`config.mk`:
```
export PLATFORM = sky130hd
export DESIGN_NAME = iob2axil_flat
export DESIGN_NICKNAME = d
export VERILOG_FILES = /design/src/rtl/iob2axil_if.sv /design/src/rtl/iob2axil.sv /design/src/flat_wrapper.sv
export SDC_FILE = /design/constraint.sdc
export NUM_CORES = 1
export LEC_CHECK = 0
export CORE_ASPECT_RATIO = 1.4
export CORE_MARGIN = 5
export CORE_UTILIZATION = 35
export DETAILED_ROUTE_END_ITERATION = 10
export HOLD_SLACK_MARGIN = 0.12
export PLACE_DENSITY = 0.81
export SLEW_MARGIN = 0
export SYNTH_ARGS = -nofsm -noshare
export SYNTH_HDL_FRONTEND = slang
export SYNTH_SLANG_ARGS = --single-unit
```
`constraint.sdc`:
```
create_clock -name clk_i -period 2.1 [get_ports clk_i]
set_clock_uncertainty 0.1 [all_clocks]
set_input_delay 0.42 -clock clk_i [delete_from_list [all_inputs] [get_ports clk_i]]
set_output_delay 0.42 -clock clk_i [all_outputs]
set_load 0.03 [all_outputs]
```
`src/rtl/iob2axil_if.sv`:
```
// iob2axil_if: IOb request/response bus and AXI4-Lite bus bundles with master/slave views
interface iob_if #(parameter int ADDR_W = 32, parameter int DATA_W = 32);
  logic              avalid;
  logic [ADDR_W-1:0] addr;
  logic [DATA_W-1:0] wdata;
  logic [DATA_W/8-1:0] wstrb;
  logic              ready;
  logic              rvalid;
  logic [DATA_W-1:0] rdata;
  modport master (output avalid, addr, wdata, wstrb, input ready, rvalid, rdata);
  modport slave (input avalid, addr, wdata, wstrb, output ready, rvalid, rdata);
endinterface

interface axil_if #(parameter int ADDR_W = 32, parameter int DATA_W = 32);
  logic [ADDR_W-1:0]   awaddr;
  logic [2:0]          awprot;
  logic                awvalid;
  logic                awready;
  logic [DATA_W-1:0]   wdata;
  logic [DATA_W/8-1:0] wstrb;
  logic                wvalid;
  logic                wready;
  logic [1:0]          bresp;
  logic                bvalid;
  logic                bready;
  logic [ADDR_W-1:0]   araddr;
  logic [2:0]          arprot;
  logic                arvalid;
  logic                arready;
  logic [DATA_W-1:0]   rdata;
  logic [1:0]          rresp;
  logic                rvalid;
  logic                rready;
  modport master (
    output awaddr, awprot, awvalid, wdata, wstrb, wvalid, bready, araddr, arprot, arvalid, rready,
    input awready, wready, bresp, bvalid, arready, rdata, rresp, rvalid
  );
  modport slave (
    input awaddr, awprot, awvalid, wdata, wstrb, wvalid, bready, araddr, arprot, arvalid, rready,
    output awready, wready, bresp, bvalid, arready, rdata, rresp, rvalid
  );
endinterface

```
`src/rtl/iob2axil.sv`:
```
// iob2axil: IOb slave to AXI4-Lite master bridge, one outstanding transaction; IOB2AXIL_TIMEOUT_EN adds a watchdog
module iob2axil #(
  parameter int ADDR_W    = 32,
  parameter int DATA_W    = 32,
  parameter int TIMEOUT_W = 16
) (
  input  logic   clk_i,
  input  logic   arst_n_i,
  input  logic   cke_i,
  iob_if.slave   iob,
  axil_if.master axil,
  output logic   err_o,
  input  logic   err_clr_i
);
  typedef enum logic [2:0] {IDLE, WR_REQ, WR_RESP, RD_REQ, RD_RESP} state_t;
  state_t state, state_n;
  logic aw_done, w_done, aw_done_n, w_done_n;
  logic acc, aw_hs, w_hs, b_hs, ar_hs, r_hs, to, rd_abort, err_set;
  logic [ADDR_W-1:0]   addr_q;
  logic [DATA_W-1:0]   wdata_q, rdata_q;
  logic [DATA_W/8-1:0] wstrb_q;
  logic                rvalid_q;

  assign iob.ready     = state == IDLE;
  assign iob.rvalid    = rvalid_q;
  assign iob.rdata     = rdata_q;
  assign acc           = iob.avalid & iob.ready;
  // valids/readies come from registered state only; a watchdog abort drops them at once
  assign axil.awvalid  = state == WR_REQ & ~aw_done & ~to;
  assign axil.wvalid   = state == WR_REQ & ~w_done & ~to;
  assign axil.bready   = state == WR_RESP & ~to;
  assign axil.arvalid  = state == RD_REQ & ~to;
  assign axil.rready   = state == RD_RESP & ~to;
  assign axil.awaddr   = addr_q;
  assign axil.araddr   = addr_q;
  assign axil.wdata    = wdata_q;
  assign axil.wstrb    = wstrb_q;
  assign axil.awprot   = 3'b000;
  assign axil.arprot   = 3'b000;
  assign aw_hs         = axil.awvalid & axil.awready;
  assign w_hs          = axil.wvalid & axil.wready;
  assign b_hs          = axil.bvalid & axil.bready;
  assign ar_hs         = axil.arvalid & axil.arready;
  assign r_hs          = axil.rvalid & axil.rready;
  assign rd_abort      = to & (state == RD_REQ | state == RD_RESP);
  assign err_set       = (b_hs & |axil.bresp) | (r_hs & |axil.rresp) | to;

`ifdef IOB2AXIL_TIMEOUT_EN
  logic [TIMEOUT_W-1:0] cnt;
  assign to = state != IDLE & &cnt;
  // watchdog restarts on every state change and counts enabled cycles while busy
  always_ff @(posedge clk_i or negedge arst_n_i)
    if (!arst_n_i) cnt <= '0;
    else if (cke_i) cnt <= state_n != state ? '0 : state != IDLE ? cnt + 1'b1 : cnt;
`else
  assign to = 1'b0;
`endif

  // next state and AW/W completion flags; the W and AW channels finish independently
  always_comb begin
    state_n   = state;
    aw_done_n = aw_done | aw_hs;
    w_done_n  = w_done | w_hs;
    case (state)
      IDLE:    state_n = acc ? (|iob.wstrb ? WR_REQ : RD_REQ) : IDLE;
      WR_REQ:  state_n = aw_done_n & w_done_n ? WR_RESP : WR_REQ;
      WR_RESP: state_n = b_hs ? IDLE : WR_RESP;
      RD_REQ:  state_n = ar_hs ? RD_RESP : RD_REQ;
      RD_RESP: state_n = r_hs ? IDLE : RD_RESP;
      default: state_n = IDLE;
    endcase
    if (to) state_n = IDLE;
    if (state_n != WR_REQ) begin
      aw_done_n = 1'b0;
      w_done_n  = 1'b0;
    end
  end

  // state register and completion flags
  always_ff @(posedge clk_i or negedge arst_n_i)
    if (!arst_n_i) begin
      state   <= IDLE;
      aw_done <= 1'b0;
      w_done  <= 1'b0;
    end else if (cke_i) begin
      state   <= state_n;
      aw_done <= aw_done_n;
      w_done  <= w_done_n;
    end

  // request latch, read return and sticky error; a clear wins over a same-cycle error
  always_ff @(posedge clk_i or negedge arst_n_i)
    if (!arst_n_i) begin
      addr_q   <= '0;
      wdata_q  <= '0;
      wstrb_q  <= '0;
      rdata_q  <= '0;
      rvalid_q <= 1'b0;
      err_o    <= 1'b0;
    end else if (cke_i) begin
      if (acc) begin
        addr_q  <= iob.addr;
        wdata_q <= iob.wdata;
        wstrb_q <= iob.wstrb;
      end
      if (r_hs | rd_abort) rdata_q <= rd_abort ? '0 : axil.rdata;
      rvalid_q <= r_hs | rd_abort;
      err_o    <= err_clr_i ? 1'b0 : err_o | err_set;
    end
endmodule

```
`src/flat_wrapper.sv`:
```
// flat-port wrapper written by rule: the top's interface ports become plain ports
module iob2axil_flat 
#(
  parameter int ADDR_W    = 32,
  parameter int DATA_W    = 32,
  parameter int TIMEOUT_W = 16
)
  (clk_i, arst_n_i, cke_i, err_o, err_clr_i, iob_avalid, iob_addr, iob_wdata, iob_wstrb, iob_ready, iob_rvalid, iob_rdata, axil_awaddr, axil_awprot, axil_awvalid, axil_wdata, axil_wstrb, axil_wvalid, axil_bready, axil_araddr, axil_arprot, axil_arvalid, axil_rready, axil_awready, axil_wready, axil_bresp, axil_bvalid, axil_arready, axil_rdata, axil_rresp, axil_rvalid);
  iob_if #(.ADDR_W(ADDR_W), .DATA_W(DATA_W)) iob_i ();
  axil_if #(.ADDR_W(ADDR_W), .DATA_W(DATA_W)) axil_i ();
  input  logic clk_i;
  input  logic arst_n_i;
  input  logic cke_i;
  output logic err_o;
  input  logic err_clr_i;
  input wire logic [$bits(iob_i.avalid)-1:0] iob_avalid;
  input wire logic [$bits(iob_i.addr)-1:0] iob_addr;
  input wire logic [$bits(iob_i.wdata)-1:0] iob_wdata;
  input wire logic [$bits(iob_i.wstrb)-1:0] iob_wstrb;
  output wire logic [$bits(iob_i.ready)-1:0] iob_ready;
  output wire logic [$bits(iob_i.rvalid)-1:0] iob_rvalid;
  output wire logic [$bits(iob_i.rdata)-1:0] iob_rdata;
  output wire logic [$bits(axil_i.awaddr)-1:0] axil_awaddr;
  output wire logic [$bits(axil_i.awprot)-1:0] axil_awprot;
  output wire logic [$bits(axil_i.awvalid)-1:0] axil_awvalid;
  output wire logic [$bits(axil_i.wdata)-1:0] axil_wdata;
  output wire logic [$bits(axil_i.wstrb)-1:0] axil_wstrb;
  output wire logic [$bits(axil_i.wvalid)-1:0] axil_wvalid;
  output wire logic [$bits(axil_i.bready)-1:0] axil_bready;
  output wire logic [$bits(axil_i.araddr)-1:0] axil_araddr;
  output wire logic [$bits(axil_i.arprot)-1:0] axil_arprot;
  output wire logic [$bits(axil_i.arvalid)-1:0] axil_arvalid;
  output wire logic [$bits(axil_i.rready)-1:0] axil_rready;
  input wire logic [$bits(axil_i.awready)-1:0] axil_awready;
  input wire logic [$bits(axil_i.wready)-1:0] axil_wready;
  input wire logic [$bits(axil_i.bresp)-1:0] axil_bresp;
  input wire logic [$bits(axil_i.bvalid)-1:0] axil_bvalid;
  input wire logic [$bits(axil_i.arready)-1:0] axil_arready;
  input wire logic [$bits(axil_i.rdata)-1:0] axil_rdata;
  input wire logic [$bits(axil_i.rresp)-1:0] axil_rresp;
  input wire logic [$bits(axil_i.rvalid)-1:0] axil_rvalid;
  assign iob_i.avalid = iob_avalid;
  assign iob_i.addr = iob_addr;
  assign iob_i.wdata = iob_wdata;
  assign iob_i.wstrb = iob_wstrb;
  assign iob_ready = iob_i.ready;
  assign iob_rvalid = iob_i.rvalid;
  assign iob_rdata = iob_i.rdata;
  assign axil_awaddr = axil_i.awaddr;
  assign axil_awprot = axil_i.awprot;
  assign axil_awvalid = axil_i.awvalid;
  assign axil_wdata = axil_i.wdata;
  assign axil_wstrb = axil_i.wstrb;
  assign axil_wvalid = axil_i.wvalid;
  assign axil_bready = axil_i.bready;
  assign axil_araddr = axil_i.araddr;
  assign axil_arprot = axil_i.arprot;
  assign axil_arvalid = axil_i.arvalid;
  assign axil_rready = axil_i.rready;
  assign axil_i.awready = axil_awready;
  assign axil_i.wready = axil_wready;
  assign axil_i.bresp = axil_bresp;
  assign axil_i.bvalid = axil_bvalid;
  assign axil_i.arready = axil_arready;
  assign axil_i.rdata = axil_rdata;
  assign axil_i.rresp = axil_rresp;
  assign axil_i.rvalid = axil_rvalid;
  iob2axil #(.ADDR_W(ADDR_W), .DATA_W(DATA_W), .TIMEOUT_W(TIMEOUT_W)) u_core (.clk_i(clk_i), .arst_n_i(arst_n_i), .cke_i(cke_i), .iob(iob_i), .axil(axil_i), .err_o(err_o), .err_clr_i(err_clr_i));
endmodule
```
; ---- Word-level counts from Yosys, hierarchy flattened
; Index checks and enable logic that the tools add are counted.
[totals]
in_bits = 114
out_inout_bits = 146
elab_cells = 47
reg_bits = 107
[op_classes]
eq_ne = 5
muxes = 10
reduce_logical = 6
bitwise = 17
[op_table]
columns = operator, count
row1 = one-hot mux 3 bit (5 select lines), 1
row2 = bitwise AND 1 bit, 11
row3 = 2-to-1 mux 3 bit, 3
row4 = == test 3 x 2 -> 1 bit (second input constant), 2
row5 = 2-to-1 mux 2 bit, 3
row6 = OR 1 bit, 4
row7 = AND reduction 2 bit, 2
row8 = OR reduction 2 bit, 2
row9 = OR reduction 4 bit, 1
row10 = == test 3 x 1 -> 1 bit (second input constant), 1
row11 = == test 3 bit (second input constant), 1
row12 = logical NOT 3 bit, 1
row13 = 2-to-1 mux 1 bit, 3
row14 = inequality test 3 x 1 -> 1 bit (second input constant), 1
row15 = inverter 1 bit, 2

; ---- Logic depth before layout (Yosys ltp)
; Gate-level depths: netlist of the first run.
[depth]
ltp_word = 9
ltp_mapped = 7
ltp_nobuf = 4

; ---- Worst setup path before layout of the first run
; No wires, ideal clock.
[synth_timing]
path_type = flip-flop to output port
start = register u_core.state[1]
end = output axil_awvalid
arrival_time_ns = 1.372
required_time_ns = 1.580
path_buffers = 1
stages_incl_launch_ff = 4
setup_slack_ns = 0.208
cell_sequence = dfrtp_1 > buf_4 > or3b_4 > nor2_1
[synth_via]
elab_chain_cells = 2
[synth_lines]
columns = item, line
row1 = "start, declared", iob2axil.sv:16  ; state_t state, state_n;
row2 = "start signal, assigned", iob2axil.sv:86  ; state <= state_n;
row3 = == test 3 x 1 -> 1 bit, iob2axil.sv:29  ; assign axil.awvalid = state == WR_REQ & ~aw_done & ~to;
row4 = bitwise AND 1 bit, iob2axil.sv:29
row5 = "end, declared", flat_wrapper.sv:25  ; output wire logic [$bits(axil_i.awvalid)-1:0] axil_awvalid;
; No other way between the ends.

; ---- Worst setup path after layout of the first run
[layout_timing]
start = register u_core.state[2]
end = output axil_wvalid
[layout_via]
elab_chain_cells = 2
[layout_lines]
columns = item, line
row1 = == test 3 x 1 -> 1 bit, iob2axil.sv:30  ; assign axil.wvalid = state == WR_REQ & ~w_done & ~to;
row2 = bitwise AND 1 bit, iob2axil.sv:30
row3 = "end, declared", flat_wrapper.sv:28  ; output wire logic [$bits(axil_i.wvalid)-1:0] axil_wvalid;
; No other way between the ends.

==> flow_metrics.py, run 1 <==
metrics = {
    "global_route": {
        "grt_pass1_vias": 3569,
        "antenna_found_initial": 0,
        "grt.busiest_layer": "met2",
        "grt_remaining_overflow": 0,
        "grtUsageMet3_pct": 3.37,
        "grt_first_pass_wirelength_um": 19700,
        "grt_util_met1_pct": 16.5,
        "use_met2_pct": 31.2,
        "grt_use_total_pct": 16.3,
        "grt_max_degree": 108,
    },
    "sta": {
        "grt_setup_unrepaired": "yes",
        "max_slew_margin_pct": 61.0,
        "worstMarginPinSlew_ns": 0.585,
        "setup_viol": 0,
        "final.setup.tns_ns": 0,
        "min_period_ns": 2.06,
        "min_period_over_period_pct": 98.1,
        "max_freq_ghz": 0.485,
        "drv_slew": 0,
        "hold_violations": 0,
    },
    "floorplan": {
        "die-area_um2": 15500,
        "start_util_pct": 35.6,
        "core-area_um2": 12900,
        "io_pins": 260,
        "dieWidth_um": 107,
        "fp-row-count": 49,
        "die_y_um": 145,
    },
    "route": {
        "wire_per_inst_um": 18.6,
        "route.detailed.drc": 0,
        "via_per_inst": 4.74,
        "via_count": 3288,
        "first_iter_violations": 60,
        "dr.pass1.iters": 5,
        "wl_um": 12900,
        "ant_nets": 0,
    },
    "worst_hold_path": {
        "hp-class": "flop to flop",
        "hp-start": "u_core.iob.rvalid",
        "holdPathStages": 1,
    },
    "cells_and_area": {
        "mostFrequentLayoutCells": "clkdlybuf4s50_1, dfrtp_1, mux2_2",
        "layout_commonest_cell": "clkdlybuf4s50_1",
        "drive_above_1_share_pct": 27.0,
        "syn_to_final_growth_pct": 62.1,
        "final_cells": 693,
        "n_antenna_cell": 0,
        "num-nets-final": 649,
    },
    "clocking": {
        "path_clk_slew_ns": 0.07,
        "cts_tree": "yes",
        "worstSkewPairLatency_ns": 0.34,
        "clockRootBuffer": "clkbuf_16",
        "cts_made_buffers": 9,
        "numClockSinks": 107,
        "htreeDepth": 3,
        "clk_path_buf_depth": 2,
    },
    "yosys": {
        "yosysWarnings": 0,
        "synthCells": 301,
        "synth-async-reset-ratio_pct": 100,
        "mappedNetlistArea_um2": 4590,
        "synth-seq-cells": 107,
        "synth-seq-area-share_pct": 58.4,
        "synth_area_leaders": "dfrtp_1, mux2_2, buf_4, mux2_4, buf_6",
        "synthFlopType": "dfrtp_1",
        "synth_top_area_cell": "dfrtp_1",
        "ys_types": 35,
        "synth-edff-count": 0,
        "synth_top_area_share_pct": 58.4,
        "avgSynthCellArea_um2": 15.2,
    },
    "setup_path": {
        "critical_path.top_delay_family": "simple AND/OR/NAND/NOR gates",
        "critPathRequiredTime_ns": 1.58,
        "crit_buf_inv": 2,
        "crit_path_start": "u_core.state[2]",
        "crit_slowest_cell": "or3b_4",
        "cp-start-kind": "flop",
        "reg2reg_from": "u_core.state[2]",
        "critPathMaxFanout": 7,
        "crit_type": "flop to primary output",
        "arrival_ns": 1.54,
        "crit_chain": "buf_6 > or3b_4 > nor2_4 > buf_6",
        "crit_cells": 4,
        "end_kind": "primary output",
        "r2r_slack_ns": 0.28,
        "rr_worst_depth": 6,
        "critPathMaxStageDelay_ns": 0.43,
        "cpMostUsedCell": "buf_6",
    },
    "place": {
        "io_buffer_count": 253,
        "hpwlAfterDp_um": 10100,
        "routabilityCongestion": 0.818,
        "numPlacedInstances": 672,
    },
    "power_and_ir_drop": {
        "p_comb_share_pct": 56.0,
        "p_sw_mw": 5.07,
        "switching_share_pct": 41.7,
        "ir_worst_vdd_mv": 0.733,
        "power_leakage_nw": 3.26,
        "clkPwrFrac_pct": 14.6,
        "pwr-share-seq_pct": 29.4,
        "internal-power_mw": 7.08,
        "power-per-cell-area_nw_per_um2": 1630,
    },
    "flow_run": {
        "max-cap-violations": 0,
    },
    "outcome": {
        "status": "finished, final reports clean",
    },
}
[power groups by stage]
stage          clock, mW  sequential [mW]  combinational (mW)
3_5_place_dp           0             3.62                6.82
4_1_cts             1.84             3.58                6.85
3_3_place_gp           0             3.56                6.71
6_report            1.78             3.57                6.80
5_1_grt             1.92             3.70                7.04
2_1_floorplan          0             5.36                2.30
[metrics by stage]
| stage | total power [mW] | area, µm² | utilization, % | hold WS (ns) | setup slack (ns) |
|---|---|---|---|---|---|
| floorplan | 7.66 | 4600 | - | 0.0244 | 0.208 |
| global placement | 10.3 | 7050 | 54.8 | 0.368 | 0.0296 |
| detailed placement | 10.4 | 7050 | 54.8 | 0.376 | 0.0215 |
| CTS | 12.3 | 7390 | 57.4 | 0.397 | -0.0137 |
| global route | 12.7 | 7430 | 57.7 | 0.424 | -0.0145 |
| finish | 12.1 | 7430 | 57.7 | 0.393 | 0.0391 |
[cells in the mapped netlist (all sizes together) (2+ instances only)]
cell type and n:
dfrtp 107, mux2 101, buf 51, nor2 6, inv 3, nor3 3, and2 2, nor3b 2
o21a 2, o311ai 2, o31ai 2
[layout make-up]
class                   count  area (µm²)
clock inverters             7        93.8
repair buffers            270        2700
inverters                   3        11.3
fillers                  1055        5440
clock buffers               9         225
flip-flops and latches    107        2680
well taps                 153         191
multi-input cells         144        1540
[path summary, 6_finish.rpt]
kind                                          end
min reg2reg                     u_core.iob.rvalid
max reg2reg                u_core.axil.araddr[27]
max                                   axil_wvalid
min                             u_core.iob.rvalid
min in group asynchronous  u_core.axil.araddr[12]
max in group asynchronous         u_core.state[0]
[worst register-to-register path, delay by kind of cell, from the launching register on]
family / cells / cell delay, ns
buffers and inverters: 3 / 0.50
DFF: 1 / 0.39
muxes: 1 / 0.31
and+or+nand+nor: 2 / 0.41
[flip-flops by register name (all words and copies together), names as in the netlist]
signal and flops:
u_core.aw_done 1, u_core.axil.araddr 32, u_core.axil.wdata 32, u_core.axil.wstrb 4, u_core.err_o 1, u_core.iob.rdata 32, u_core.iob.rvalid 1, u_core.state 3
u_core.w_done 1
[layer usage]
layer	up-vias	share of wire [%]
met5	-	0
li1	1477	-
met1	1625	34
met2	155	56
met3	31	6.1
met4	0	3.5
[cells by family (layout without fill, tap and decap cells)]
| family | after synthesis | count (layout) | share of synthesized area, % |
|---|---|---|---|
| other | 1 | 6 | 0.0818 |
| DFF | 107 | 107 | 58.4 |
| buffers and inverters | 55 | 289 | 8.95 |
| and+or+nand+nor | 21 | 21 | 3.19 |
| AOI/OAI and AO/OA | 16 | 16 | 2.95 |
| muxes | 101 | 101 | 26.4 |
[what timing repair did]
item | CTS | global route
resized for setup | 5 | 13
hold buffers | 1 | 0
endpoints found under the hold margin | 107 | 0
endpoints found under the setup margin | 6 | 5
buffers inserted | 2 | 2
pin swaps | 0 | 1
Note: power is estimated with default switching activity, not from simulation.
==> inputs of run 2 (changes only) <==
--- a/config.mk
+++ b/config.mk
@@ -9,7 +9,6 @@
 export CORE_MARGIN = 5
 export CORE_UTILIZATION = 35
 export DETAILED_ROUTE_END_ITERATION = 10
-export HOLD_SLACK_MARGIN = 0.12
 export PLACE_DENSITY = 0.81
 export SLEW_MARGIN = 0
 export SYNTH_ARGS = -nofsm -noshare
==> run 2 against run 1 <==
Net effect: wire length stayed put; sequential power hardly changed; combinational power hardly changed; first-iteration DRC count is 18% higher; flip-flop and latch count stayed put; total power hardly changed; critical path type unchanged; largest power group unchanged.
==> flow_metrics.py, run 2 (synthesis results as in run 1) <==
metrics = {
    "sta": {
        "hold_violations": 0,
        "max_freq_ghz": 0.485,
        "min_period_over_period_pct": 98.1,
        "max_slew_margin_pct": 60.5,
        "min_period_ns": 2.06,
        "grt_setup_unrepaired": "yes",
        "setup_viol": 0,
        "worstMarginPinSlew_ns": 0.593,
        "drv_slew": 0,
    },
    "cells_and_area": {
        "drive_above_1_share_pct": 27.1,
        "layout_commonest_cell": "clkdlybuf4s50_1",
        "num-nets-final": 648,
        "n_antenna_cell": 0,
        "syn_to_final_growth_pct": 61.9,
        "mostFrequentLayoutCells": "clkdlybuf4s50_1, dfrtp_1, mux2_2",
        "utilization_pct": 57.7,
        "fillers": 1055,
    },
    "power_and_ir_drop": {
        "power-per-cell-area_nw_per_um2": 1640,
        "switching_share_pct": 41.7,
        "ir_worst_vdd_mv": 0.733,
        "internal-power_mw": 7.08,
        "clkPwrFrac_pct": 14.6,
        "fin_total_pwr_mw": 12.1,
        "power_leakage_nw": 3.26,
        "p_comb_share_pct": 56.0,
        "p_sw_mw": 5.07,
        "pwr-share-seq_pct": 29.4,
    },
    "setup_path": {
        "crit_chain": "buf_6 > or3b_4 > nor2_4 > buf_6",
        "crit_slowest_cell": "or3b_4",
        "crit_path_start": "u_core.state[2]",
        "endpoint": "axil_wvalid",
        "cp-start-kind": "flop",
        "r2r_slack_ns": 0.28,
        "critPathMaxStageDelay_ns": 0.43,
        "critPathRequiredTime_ns": 1.58,
        "cpMostUsedCell": "buf_6",
        "rr_endpoint": "u_core.axil.araddr[27]",
        "crit_type": "flop to primary output",
        "end_kind": "primary output",
        "rr_worst_depth": 6,
        "reg2reg_from": "u_core.state[2]",
        "arrival_ns": 1.54,
        "critPathMaxFanout": 7,
    },
    "worst_hold_path": {
        "hp-class": "input port to asynchronous set/reset pin",
    },
    "place": {
        "routabilityCongestion": 0.818,
        "hpwlAfterDp_um": 10100,
        "io_buffer_count": 253,
    },
    "clocking": {
        "cts_made_buffers": 9,
        "worstSkewPairLatency_ns": 0.34,
        "clk_path_buf_depth": 2,
        "clockRootBuffer": "clkbuf_16",
        "hold_buffers": 0,
        "path_clk_slew_ns": 0.08,
        "numClockSinks": 107,
        "cts_tree": "yes",
        "htreeDepth": 3,
    },
    "global_route": {
        "grt_pass1_vias": 3562,
        "antenna_found_initial": 0,
        "grt_remaining_overflow": 0,
        "grt_use_total_pct": 16.3,
        "grt_max_degree": 108,
        "grt_first_pass_wirelength_um": 19700,
    },
    "route": {
        "via_count": 3277,
        "dr.pass1.iters": 4,
        "route.detailed.drc": 0,
        "wl_um": 12900,
        "ant_nets": 0,
        "via_per_inst": 4.74,
        "first_iter_violations": 71,
        "wire_per_inst_um": 18.6,
    },
    "flow_run": {
        "max-cap-violations": 0,
    },
    "floorplan": {
        "io_pins": 260,
        "die_y_um": 145,
        "fp-row-count": 49,
        "dieWidth_um": 107,
        "start_util_pct": 35.6,
        "core-area_um2": 12900,
        "die-area_um2": 15500,
    },
    "outcome": {
        "status": "finished, final reports clean",
    },
}
==> run 2: timing repair <==
action / CTS / global route
gates resized for setup: 5 / 13
pin swaps: 0 / 1
setup buffers: 2 / 2
gates cloned: 0 / 0
endpoints found under the setup margin: 6 / 5
==> run 2: metrics by stage <==
step           hold WS [ns]  instances  worst slack (ns)  TNS (ns)  cell area, µm²
6_report             0.0201        692            0.0395         0            7420
5_1_grt              0.0883        692           -0.0145   -0.0215            7420
4_1_cts              0.0592        690           -0.0137   -0.0219            7380
3_5_place_dp          0.376        672            0.0215         0            7050
3_3_place_gp          0.368        672            0.0296         0            7050
2_1_floorplan        0.0244        306             0.208         0            4600
==> run 2: worst max-delay path, delay by kind of cell, from the launching register on <==
kind | cells | cell delay (ns)
AND/OR/NAND/NOR | 2 | 0.53
flip-flops | 1 | 0.39
buffers and inverters | 2 | 0.27
==> run 2: cell type report <==
class | count | area, µm² | share of cell area, %
Timing Repair Buffer | 269 | 2690 | 36.2
Tap cell | 153 | 191 | 2.58
Multi-Input combinational cell | 144 | 1540 | 20.7
Sequential cell | 107 | 2680 | 36.1
Clock buffer | 9 | 225 | 3.03
Inverter | 3 | 11.3 | 0.152
Clock inverter | 7 | 93.8 | 1.26
==> run 2: how the worst min path moves through the flow <==
stage                            startpoint                    end  slack (ns)
after floorplan                    arst_n_i         u_core.aw_done        0.02
after global placement    u_core.iob.rvalid      u_core.iob.rvalid        0.37
after detailed placement  u_core.iob.rvalid      u_core.iob.rvalid        0.38
after CTS                          arst_n_i  u_core.axil.wdata[17]        0.06
after global routing               arst_n_i  u_core.axil.wdata[17]        0.09
final                              arst_n_i  u_core.axil.wdata[24]        0.02
==> run 2: power groups by stage <==
stage	Combinational (mW)	Clock (mW)	Sequential, mW
detailed placement	6.82	0	3.62
floorplan	2.30	0	5.36
global route	7.04	1.92	3.70
CTS	6.85	1.84	3.58
global placement	6.71	0	3.56
finish	6.80	1.77	3.57
==> run 2: routing by layer <==
layer / vias up / GRT usage (%) / part of all wire (%)
met4: 0 / 7.42 / 3.5
met5: - / 0 / 0
li1: 1473 / - / -
met3: 29 / 3.37 / 6.1
met1: 1620 / 16.5 / 34
met2: 155 / 31.2 / 56
==> inputs of run 3 (changes only) <==
--- a/config.mk
+++ b/config.mk
@@ -5,11 +5,11 @@
 export SDC_FILE = /design/constraint.sdc
 export NUM_CORES = 1
 export LEC_CHECK = 0
-export CORE_ASPECT_RATIO = 1.4
+export CORE_ASPECT_RATIO = 1.75
 export CORE_MARGIN = 5
 export CORE_UTILIZATION = 35
 export DETAILED_ROUTE_END_ITERATION = 10
-export PLACE_DENSITY = 0.81
+export PLACE_DENSITY = 0.74
 export SLEW_MARGIN = 0
 export SYNTH_ARGS = -nofsm -noshare
 export SYNTH_HDL_FRONTEND = slang
==> run 3 against run 2 <==
Net effect: via count grew 0.61%; worst hold slack gained 0.37 ns; critical path depth is the same; die area grew 0.37%; fmax shrank 0.74%; final cell count grew 2.9%; total power shrank 0.88%; global-route usage grew 0.33 points; clock-buffer cell count grew 2; non-clock buffer count grew 2; critical path type unchanged; largest cell class unchanged.
==> flow_metrics.py, run 3 (synthesis results as in run 1) <==
metrics = {
    "outcome": {
        "status": "finished, final reports clean",
    },
    "floorplan": {
        "die_y_um": 161,
        "start_util_pct": 35.6,
        "dieWidth_um": 96.5,
        "core-area_um2": 12900,
        "die-area_um2": 15600,
        "fp-row-count": 55,
        "io_pins": 260,
    },
    "setup_path": {
        "crit_slowest_cell": "or3b_4",
        "end_kind": "primary output",
        "critPathRequiredTime_ns": 1.58,
        "cp-start-kind": "flop",
        "rr_worst_depth": 7,
        "critPathMaxFanout": 3,
        "crit_buf_inv": 2,
        "cpMostUsedCell": "buf_6",
        "critical_path.top_delay_family": "simple AND/OR/NAND/NOR gates",
        "r2r_slack_ns": 0.22,
        "crit_chain": "buf_6 > or3b_4 > nor2_4 > buf_6",
        "crit_type": "flop to primary output",
        "critPathMaxStageDelay_ns": 0.43,
        "arrival_ns": 1.56,
        "rr_endpoint": "u_core.w_done",
        "reg2reg_from": "u_core.state[1]",
    },
    "global_route": {
        "grt_use_total_pct": 16.6,
        "grt_first_pass_wirelength_um": 19900,
        "grt_pass1_vias": 3670,
        "grt_max_degree": 67,
        "grt_remaining_overflow": 0,
        "antenna_found_initial": 0,
    },
    "place": {
        "routabilityCongestion": 0.776,
        "io_buffer_count": 253,
        "hpwlAfterDp_um": 10300,
        "numPlacedInstances": 690,
    },
    "sta": {
        "hold_violations": 0,
        "timing.hold.ws_ns": 0.390,
        "final.setup.tns_ns": 0,
        "min_period_over_period_pct": 98.8,
        "setup_viol": 0,
        "min_period_ns": 2.08,
        "worstMarginPinSlew_ns": 0.530,
        "grt_setup_unrepaired": "yes",
        "drv_slew": 0,
        "max_slew_margin_pct": 64.7,
        "max_freq_ghz": 0.482,
    },
    "worst_hold_path": {
        "holdPathStages": 1,
        "hp-class": "flop to flop",
        "hold_end": "u_core.iob.rvalid",
        "hp-start": "u_core.iob.rvalid",
    },
    "clocking": {
        "cts_tree": "yes",
        "cts_made_buffers": 9,
        "htreeDepth": 3,
        "clk_path_buf_depth": 2,
        "numClockSinks": 107,
        "path_clk_slew_ns": 0.07,
        "worstSkewPairLatency_ns": 0.34,
        "clockRootBuffer": "clkbuf_16",
    },
    "cells_and_area": {
        "mostFrequentLayoutCells": "clkdlybuf4s50_1, dfrtp_1, mux2_2",
        "n_antenna_cell": 0,
        "final_cells": 712,
        "syn_to_final_growth_pct": 62.5,
        "num-nets-final": 650,
        "drive_above_1_share_pct": 27.0,
        "fillers": 1086,
        "layout_commonest_cell": "clkdlybuf4s50_1",
    },
    "route": {
        "first_iter_violations": 66,
        "ant_nets": 0,
        "via_count": 3297,
        "wire_per_inst_um": 18.4,
        "via_per_inst": 4.63,
        "dr.pass1.iters": 4,
        "wl_um": 13100,
        "route.detailed.drc": 0,
    },
    "power_and_ir_drop": {
        "ir_worst_vdd_mv": 0.976,
        "power_leakage_nw": 3.26,
        "power-per-cell-area_nw_per_um2": 1620,
    },
    "flow_run": {
        "max-cap-violations": 0,
    },
}
## run 3: power by group
group	leakage [nW]	switching [mW]	total, mW	internal [mW]
logic	1.79	3.67	6.81	3.15
registers	1.34	0.601	3.59	2.99
clock network	0.142	0.780	1.64	0.858
## run 3: final cells by class
cell class              count  area, µm²  share of cell area [%]
well taps                 171        214                    2.87
inverters                   3       11.3                   0.151
flip-flops and latches    107       2680                    35.9
repair buffers            271       2720                    36.5
clock inverters             5       46.3                   0.621
multi-input cells         144       1540                    20.6
clock buffers              11        243                    3.26
## run 3: timing repair
action | CTS | global route
pin swaps | 2 | 3
setup buffers | 4 | 1
hold buffers | 1 | 0
hold endpoints to repair | 6 | 0
gates resized for setup | 10 | 9
setup endpoints to repair | 6 | 5
## run 3: per-layer routing
| layer | vias to the layer above | track usage, % | wire, µm |
|---|---|---|---|
| li1 | 1477 | - | - |
| met1 | 1646 | 17.1 | 4350 |
| met2 | 159 | 31.7 | 7520 |
| met3 | 15 | 4.38 | 1060 |
| met4 | 0 | 4.85 | 204 |
| met5 | - | 0 | 0 |
## run 3: stage by stage
step | util [%] | setup slack, ns | instance area, µm² | total power [mW]
2_1_floorplan | - | 0.208 | 4600 | 7.66
3_3_place_gp | 55.1 | 0.0721 | 7090 | 10.3
6_report | 57.9 | 0.0242 | 7450 | 12.0
4_1_cts | 57.7 | 0.00793 | 7430 | 12.2
3_5_place_dp | 55.1 | 0.0236 | 7090 | 10.4
5_1_grt | 57.9 | -0.0261 | 7450 | 12.6
## run 3: worst max-delay path by stage
| stage | cells past startpoint | endpoint | slack, ns | from |
|---|---|---|---|---|
| after detailed placement | 5 | u_core.aw_done | 0.02 | axil_arready |
| after floorplan | 3 | axil_awvalid | 0.21 | u_core.state[1] |
| final | 4 | axil_awvalid | 0.02 | u_core.state[1] |
| after global placement | 5 | u_core.axil.wdata[17] | 0.07 | iob_avalid |
| after global routing | 4 | axil_awvalid | -0.03 | u_core.state[1] |
| after CTS | 4 | axil_wvalid | 0.008 | u_core.state[1] |
## run 3: worst register-to-register path, stage by stage, from the launching register on
cell,delay [ns]
dfrtp_1,0.40
buf_6,0.12
buf_4,0.15
nor4b_4,0.35
buf_4,0.18
and2_1,0.20
nor3_1,0.09
o21a_1,0.18
